## src/rtl/hw9_sdivdp_pkg.sv

```systemverilog
// hw9_sdivdp_pkg -- shared definitions for the restoring-division datapath.
//   WIDTH_DEF    : default operand width
//   cnt_width()  : width of the iteration counter for a given operand width
//   CNT_W_DEF    : counter width for the default operand width
//   CNT_IDLE_DEF : counter value that means idle/done (equals the operand width)
//   as_mode_e    : adder/subtractor mode select
package hw9_sdivdp_pkg;

    localparam int unsigned WIDTH_DEF = 8;

    function automatic int unsigned cnt_width(input int unsigned w);
        return $clog2(w) + 1;
    endfunction

    localparam int unsigned CNT_W_DEF    = cnt_width(WIDTH_DEF);
    localparam int unsigned CNT_IDLE_DEF = WIDTH_DEF;

    typedef enum logic {
        AS_ADD = 1'b0,
        AS_SUB = 1'b1
    } as_mode_e;

endpackage

```

## src/rtl/hw9_addsub.sv

```systemverilog
// hw9_addsub -- W-bit adder/subtractor, result modulo 2^W.
//   a_i    : first operand
//   b_i    : second operand
//   mode_i : AS_ADD -> a+b, AS_SUB -> a-b
//   y_o    : result
module hw9_addsub
    import hw9_sdivdp_pkg::*;
#(
    parameter int unsigned W = WIDTH_DEF + 1
) (
    input  logic [W-1:0] a_i,
    input  logic [W-1:0] b_i,
    input  as_mode_e     mode_i,
    output logic [W-1:0] y_o
);

    logic         sub;
    logic [W-1:0] b_eff;

    // Two's-complement subtract: invert b and inject a carry of 1.
    always_comb begin
        sub   = (mode_i == AS_SUB);
        b_eff = sub ? ~b_i : b_i;
        y_o   = a_i + b_eff + {{(W-1){1'b0}}, sub};
    end

endmodule

```

## src/rtl/hw9_sdivdp.sv

```systemverilog
// hw9_sdivdp -- restoring sequential-divider datapath driven by an external
// controller via single-cycle strobes.
//   clk, reset_n        : clock, asynchronous active-low reset
//   Load                : capture Dividend/Divisor and start a new division
//   Shift/Sub/Compare   : per-iteration steps (priority Load>Shift>Sub>Compare)
//   Enable              : qualifies Compare
//   Dividend, Divisor   : unsigned operands, sampled on Load
//   End                 : one-cycle completion pulse
//   Quotient, Remainder : result registers (meaningful while Valid)
//   Valid               : result ready, held until next Load
//   DivZero             : divisor was zero at Load
//   Count               : completed iterations; WIDTH means idle/done
module hw9_sdivdp
    import hw9_sdivdp_pkg::*;
#(
    parameter int unsigned WIDTH = WIDTH_DEF
) (
    input  logic                   clk,
    input  logic                   reset_n,
    input  logic                   Load,
    input  logic                   Shift,
    input  logic                   Sub,
    input  logic                   Compare,
    input  logic                   Enable,
    input  logic [WIDTH-1:0]       Dividend,
    input  logic [WIDTH-1:0]       Divisor,
    output logic                   End,
    output logic [WIDTH-1:0]       Quotient,
    output logic [WIDTH-1:0]       Remainder,
    output logic                   Valid,
    output logic                   DivZero,
    output logic [$clog2(WIDTH):0] Count
);

    localparam int unsigned CW = cnt_width(WIDTH);
    localparam logic [CW-1:0] CNT_IDLE = CW'(WIDTH);

    logic [WIDTH:0]   a_q, a_d;
    logic [WIDTH-1:0] q_q, q_d;
    logic [WIDTH-1:0] m_q, m_d;
    logic [CW-1:0]    count_q, count_d;
    logic             end_q, end_d;
    logic             valid_q, valid_d;
    logic             dz_q, dz_d;

    logic             busy;
    logic [CW-1:0]    cnt_inc;
    as_mode_e         as_mode;
    logic [WIDTH:0]   as_y;

    // One adder serves both the Sub step (subtract) and the restore (add).
    hw9_addsub #(.W(WIDTH + 1)) u_addsub (
        .a_i    (a_q),
        .b_i    ({1'b0, m_q}),
        .mode_i (as_mode),
        .y_o    (as_y)
    );

    always_comb begin
        a_d     = a_q;
        q_d     = q_q;
        m_d     = m_q;
        count_d = count_q;
        end_d   = 1'b0;
        valid_d = valid_q;
        dz_d    = dz_q;
        busy    = (count_q < CNT_IDLE);
        cnt_inc = count_q + 1'b1;
        as_mode = (!Load && !Shift && Sub) ? AS_SUB : AS_ADD;

        if (Load) begin
            a_d     = '0;
            q_d     = Dividend;
            m_d     = Divisor;
            count_d = '0;
            valid_d = 1'b0;
            dz_d    = (Divisor == '0);
        end else if (Shift) begin
            if (busy) begin
                {a_d, q_d} = {a_q[WIDTH-1:0], q_q, 1'b0};
            end
        end else if (Sub) begin
            if (busy) begin
                a_d = as_y;
            end
        end else if (Compare) begin
            if (Enable && busy) begin
                if (a_q[WIDTH]) begin
                    a_d    = as_y;
                    q_d[0] = 1'b0;
                end else begin
                    q_d[0] = 1'b1;
                end
                count_d = cnt_inc;
                if (cnt_inc == CNT_IDLE) begin
                    end_d   = 1'b1;
                    valid_d = 1'b1;
                end
            end
        end
    end

    always_ff @(posedge clk or negedge reset_n) begin
        if (!reset_n) begin
            a_q     <= '0;
            q_q     <= '0;
            m_q     <= '0;
            count_q <= CNT_IDLE;
            end_q   <= 1'b0;
            valid_q <= 1'b0;
            dz_q    <= 1'b0;
        end else begin
            a_q     <= a_d;
            q_q     <= q_d;
            m_q     <= m_d;
            count_q <= count_d;
            end_q   <= end_d;
            valid_q <= valid_d;
            dz_q    <= dz_d;
        end
    end

    assign End       = end_q;
    assign Quotient  = q_q;
    assign Remainder = a_q[WIDTH-1:0];
    assign Valid     = valid_q;
    assign DivZero   = dz_q;
    assign Count     = count_q;

endmodule

```

## config.mk

```make
export PLATFORM = sky130hd
export DESIGN_NAME = hw9_sdivdp
export DESIGN_NICKNAME = d
export VERILOG_FILES = /design/src/rtl/hw9_sdivdp_pkg.sv /design/src/rtl/hw9_addsub.sv /design/src/rtl/hw9_sdivdp.sv
export SDC_FILE = /design/constraint.sdc
export NUM_CORES = 1
export LEC_CHECK = 0
export CORE_MARGIN = 3
export CORE_UTILIZATION = 40
export DETAILED_ROUTE_END_ITERATION = 16
export PLACE_DENSITY = 0.72
export SYNTH_ARGS = -nofsm -noshare
export SYNTH_HDL_FRONTEND = slang
export SYNTH_SLANG_ARGS = --single-unit
```

## constraint.sdc

```tcl
create_clock -name clk -period 2.2 [get_ports clk]
set_input_delay 0.44 -clock clk [delete_from_list [all_inputs] [get_ports clk]]
set_output_delay 0.44 -clock clk [all_outputs]
set_load 0.01 [all_outputs]
```

==> results.toml, run 1 <==
[grt]
grt_pass1_wl_um = 8270
grt-ovfl-total = 0
track_usage = 0.175
grt_pass1_vias = 1704
grt_max_degree = 39
grt_antenna_before_repair = 0

[final_layout]
nets = 304
area_growth_pct = 43.8
final_common_cell = "clkdlybuf4s50_1"
diodes = 0
final_cells = 339
final_util = 0.604
multi_input_area_sq_um = 1190
final_cell_mix = "clkdlybuf4s50_1, dfrtp_1, buf_4, nor2_1, o21ai_0"
drive_gt1_frac = 0.265
num-fill-cells = 381
seq_area_sq_um = 802

[timing]
grt_setup_unrepaired = "yes"
tns_ns = -0.331
slew_violations = 0
worst_pin_slew_ns = 0.665
slew_headroom = 0.556
hold_violations = 0
finalSetupViolations = 6
fin_crit_sh = 1.05
layout_setup_ws_ns = -0.109
post-route-min-period_ns = 2.31
max_freq_mhz = 433
skew_ns = 0.0137

[synth]
ys_seq_area_frac = 0.399
avgSynthCellArea_sq_um = 9.66
synthArstFlopShare = 1.00
synthFlopType = "dfrtp_1"
ys.warnings.count = 0
netlist_area_sq_um = 2010
yosysUniqueCellTypes = 45
synth_fp_nets = 240
synth_seq_cells = 32
synth_edf_count = 0
syn_inst = 208

[placement]
port_buffers = 45
post-dp-hpwl_um = 3370
gp_congestion = 0.883
dp_cells = 326

[clock_network]
clockBufferDepth = 2
clock_latency_ns = 0.29
path_clk_slew_ns = 0.06
cts_hold_repair.buffers = 0
numCtsBuffers = 5
htree_levels = 2
clock-sinks = 32
cts_root_buffer = "clkbuf_8"
cts_tree = "built"

[drt]
vias_per_cell = 5.21
first_pass_iters = 4
routedWlPerCell_um = 14.9
ant_nets = 0
vias = 1767
drt_iter0_drc = 139
drc = 0
wl_um = 5040

[setup_path]
path_max_fanout = 7
worstPathRequired_ns = 2.35
endpoint_kind = "register"
cp.arrival_ns = 2.46
worstSetupPathType = "input port to register"
crit_path_start_kind = "input port"

[power_and_ir_drop]
powerDensity_nw_per_um2 = 650
cellLeakagePower_uw = 0.00130
finalPower_uw = 1880
peakVddDrop_v = 0.000500

[floorplan]
die-area_sq_um = 5910
rows = 25
core-area_sq_um = 4790
initial_core_util = 0.420
die_y_um = 76.9
die_w_um = 76.9
ios = 46

[run_status]
violations = "negative setup slack"
status = "finished, violations left"

[min_path]
hold_path.class = "register to register"

[job]
max_cap_viol_count = 0
==> where the power goes <==
part | total (uW) | switching [uW] | internal [uW]
clock | 493 | 215 | 278
combinational | 676 | 302 | 374
sequential | 710 | 68.3 | 641
==> cells in the mapped netlist, types with 2 or more instances <==
library cell	count	area share
nor3_1	2	0.0050
a32oi_1	2	0.0087
o21a_1	2	0.0075
nand3_1	5	0.012
mux2_2	8	0.045
o22ai_1	2	0.0062
mux2i_1	10	0.050
inv_1	6	0.011
nor2_1	16	0.030
nand2_1	14	0.026
and3_1	4	0.012
o21ai_0	18	0.045
xnor2_1	9	0.039
buf_4	8	0.030
buf_6	2	0.011
a221oi_1	3	0.013
a21o_1	4	0.015
ha_1	8	0.050
or4_1	2	0.0075
dfrtp_1	31	0.39
nand3b_1	2	0.0075
clkbuf_1	6	0.011
a21oi_1	14	0.035
nor4_1	2	0.0062
xor2_1	3	0.013
nor2b_1	2	0.0062
or3_1	2	0.0062
buf_1	2	0.0037
a211o_1	3	0.013
==> per-layer routing <==
layer	GRT usage	routed length (um)
met3	0.0352	171
met1	0.218	2250
met2	0.299	2510
met5	0	0
met4	0.0616	108
==> worst paths after layout <==
check                      startpoint  endpoint  slack, ns  cells after the start
min                             Valid     Valid       0.51                      2
max in group asynchronous     reset_n  Count[3]       1.32                      2
max reg2reg                    m_q[0]    a_q[4]       0.12                      9
max                              Load    a_q[7]      -0.11                      9
min reg2reg                     Valid     Valid       0.51                      2
min in group asynchronous     reset_n    a_q[5]       0.55                      2
==> sequential cells by signal (all words and copies together), names as in the netlist <==
| name | flops |
|---|---|
| Count | 4 |
| m_q | 8 |
| End | 1 |
| DivZero | 1 |
| Valid | 1 |
| Quotient | 8 |
| a_q | 9 |
==> cell families (layout without fill, tap and decap cells) <==
group	after synthesis	after routing	share of synthesized area
mux	18	18	0.0946
flops	32	32	0.399
xor+xnor	12	12	0.0523
fa+ha+maj	9	9	0.0598
compound gates	58	58	0.189
simple gates	55	55	0.138
buf+inv	24	88	0.0672
==> per-stage QoR <==
| step | instance area, sq um | hold slack, ns | worst slack [ns] |
|---|---|---|---|
| after floorplan | 2030 | 0.144 | -0.418 |
| after global placement | 2630 | 0.503 | -0.880 |
| after detailed placement | 2630 | 0.504 | -0.905 |
| after CTS | 2830 | 0.514 | -0.107 |
| after global routing | 2890 | 0.554 | -0.193 |
| final | 2890 | 0.511 | -0.109 |
==> worst max-delay path, stage by stage <==
cell and delay, ns:
buf_6 0.09, or3b_4 0.47, xnor2_2 0.16, ha_1 0.29, a21o_1 0.20, or4_4 0.42, o22ai_2 0.14, xor2_1 0.16
o22ai_1 0.08
==> timing repair <==
action	in CTS	in global routing
resized for setup	28	9
buffers inserted	4	2
pin swaps	19	16
hold endpoints to repair	0	0
endpoints found under the setup margin	8	6
==> cell type report <==
type / instances / area share
multi-input cells: 152 / 0.413
flip-flops and latches: 32 / 0.278
repair buffers: 75 / 0.239
clock buffers: 7 / 0.0333
well taps: 67 / 0.0290
inverters: 6 / 0.00780
Note: power is estimated with default switching activity, not from simulation.
==> run 2, diff against run 1 <==
--- a/config.mk
+++ b/config.mk
@@ -8,7 +8,7 @@
 export CORE_MARGIN = 3
 export CORE_UTILIZATION = 40
 export DETAILED_ROUTE_END_ITERATION = 16
-export PLACE_DENSITY = 0.72
+export PLACE_DENSITY = 0.78
 export SYNTH_ARGS = -nofsm -noshare
 export SYNTH_HDL_FRONTEND = slang
 export SYNTH_SLANG_ARGS = --single-unit
==> results.toml, run 2 (synthesized netlist as in run 1, its figures left out) <==
[placement]
port_buffers = 45
post-dp-hpwl_um = 3480
dp_cells = 322
gp_congestion = 0.870
place_ws_ns = -0.925

[drt]
ant_nets = 0
vias_per_cell = 5.24
drt_iter0_drc = 90
vias = 1744
drc = 0
wl_um = 4770
first_pass_iters = 4
routedWlPerCell_um = 14.3

[grt]
grt_max_degree = 39
grt_use_met2 = 0.265
use_met1 = 0.223
globalRouteMet3Util = 0.0305
grt_antenna_before_repair = 0
grt_pass1_vias = 1736
grt-ovfl-total = 0
grt_busiest_layer = "met2"
track_usage = 0.165
grt_pass1_wl_um = 7950

[setup_path]
cp.arrival_ns = 2.49
endpoint_kind = "register"
worstPathRequired_ns = 2.35
worstSetupPathType = "input port to register"
crit_path_start_kind = "input port"
slowest_delay_ns = 0.48
path_max_fanout = 6
crit_buf_inv = 1
cp_slowest_cell = "or3b_4"
crit_family = "simple AND/OR/NAND/NOR gates"
path_cells = "buf_6 -> or3b_4 -> xnor2_2 -> ha_1 -> a21o_1 -> or4_4 -> o22ai_4 -> xor2_1 -> o22ai_1"

[timing]
max_freq_mhz = 427
layout_setup_ws_ns = -0.139
hold_violations = 0
fin_hold_ws_ns = 0.532
slew_violations = 0
slew_headroom = 0.566
fin_crit_sh = 1.06
worst_pin_slew_ns = 0.650
post-route-min-period_ns = 2.34
grt_setup_unrepaired = "yes"
finalSetupViolations = 6
skew_ns = 0.00483

[floorplan]
ios = 46
die_w_um = 76.9
initial_core_util = 0.420
core-area_sq_um = 4790
rows = 25
die-area_sq_um = 5910
die_y_um = 76.9

[job]
max_cap_viol_count = 0

[final_layout]
top_register = "a_q"
largest_reg_flops = 9
nets = 298
final_cells = 333
drive_gt1_frac = 0.244
area_growth_pct = 41.4
final_common_cell = "clkdlybuf4s50_1"
final_cell_mix = "clkdlybuf4s50_1, dfrtp_1, buf_4, nor2_1, o21ai_0"
diodes = 0

[power_and_ir_drop]
p_switching_uw = 561
cellLeakagePower_uw = 0.00125
power_frac_seq = 0.399
combPwrFrac = 0.365
sw_frac_of_total = 0.315
powerDensity_nw_per_um2 = 627
peakVddDrop_v = 0.000359
p_clk_frac = 0.236
intPower_uw = 1220

[clock_network]
path_clk_slew_ns = 0.07
clock-sinks = 32
cts_tree = "built"
cts_root_buffer = "clkbuf_8"
htree_levels = 2
cts_hold_repair.buffers = 0
numCtsBuffers = 5
clockBufferDepth = 2
clock_latency_ns = 0.28

[min_path]
hold_path.class = "register to register"

[run_status]
status = "finished, violations left"
violations = "negative setup slack"
-- run 2: changes by cell type in the layout (fill, tap and decap cells not counted), sizes merged --
cell | previous run | this run
clkinv | 0 | 1
buf | 33 | 27
clkbuf | 7 | 6
-- run 2: area by class of cell --
class	instances	area (sq um)
multi-input combinational	152	1220
sequential	32	802
clock buffer	6	72.6
inverter	6	22.5
tap	67	83.8
fill	396	1940
clock inverter	1	5.00
timing repair buffer	69	639
-- run 2: worst paths after layout --
check	start	endpoint	slack, ns	depth (start not counted)
setup / recovery	Load	a_q[7]	-0.14	9
hold / removal	Valid	Valid	0.53	2
setup reg to reg	m_q[1]	a_q[4]	0.20	8
hold reg to reg	Valid	Valid	0.53	2
max in group asynchronous	reset_n	Count[3]	1.33	2
min in group asynchronous	reset_n	End	0.55	2
-- run 2: power by group through the flow --
stage / clock (uW) / sequential (uW) / combinational, uW
floorplan: 0 / 703 / 352
global placement: 0 / 709 / 560
detailed placement: 0 / 712 / 566
CTS: 432 / 708 / 612
global route: 457 / 719 / 705
finish: 420 / 710 / 650
-- run 2: through the flow --
step	total power, uW	instance area, sq um	utilization	TNS, ns
after floorplan	1050	2030	-	-1.76
after global placement	1270	2600	0.543	-5.93
after detailed placement	1280	2600	0.543	-6.24
after CTS	1750	2790	0.582	-0.422
after global routing	1880	2840	0.594	-0.995
final	1780	2840	0.594	-0.586
-- run 2: layer usage --
| layer | share of wire | vias up |
|---|---|---|
| li1 | - | 852 |
| met1 | 0.47 | 851 |
| met2 | 0.48 | 39 |
| met3 | 0.036 | 2 |
| met4 | 0.0071 | 0 |
| met5 | 0 | - |
-- run 2: worst reg2reg max path, stage by stage (launching register included) --
cell      delay, ns
dfrtp_1        0.44
xnor2_4        0.18
fa_2           0.43
buf_4          0.16
a21o_1         0.17
a21oi_2        0.14
xnor2_1        0.07
a221oi_1       0.24
nor2_1         0.07
-- run 2: timing repair --
| action | in CTS | in global routing |
|---|---|---|
| endpoints found under the setup margin | 8 | 6 |
| gates resized for setup | 29 | 9 |
| pin swaps | 15 | 12 |
| buffers inserted | 4 | 0 |
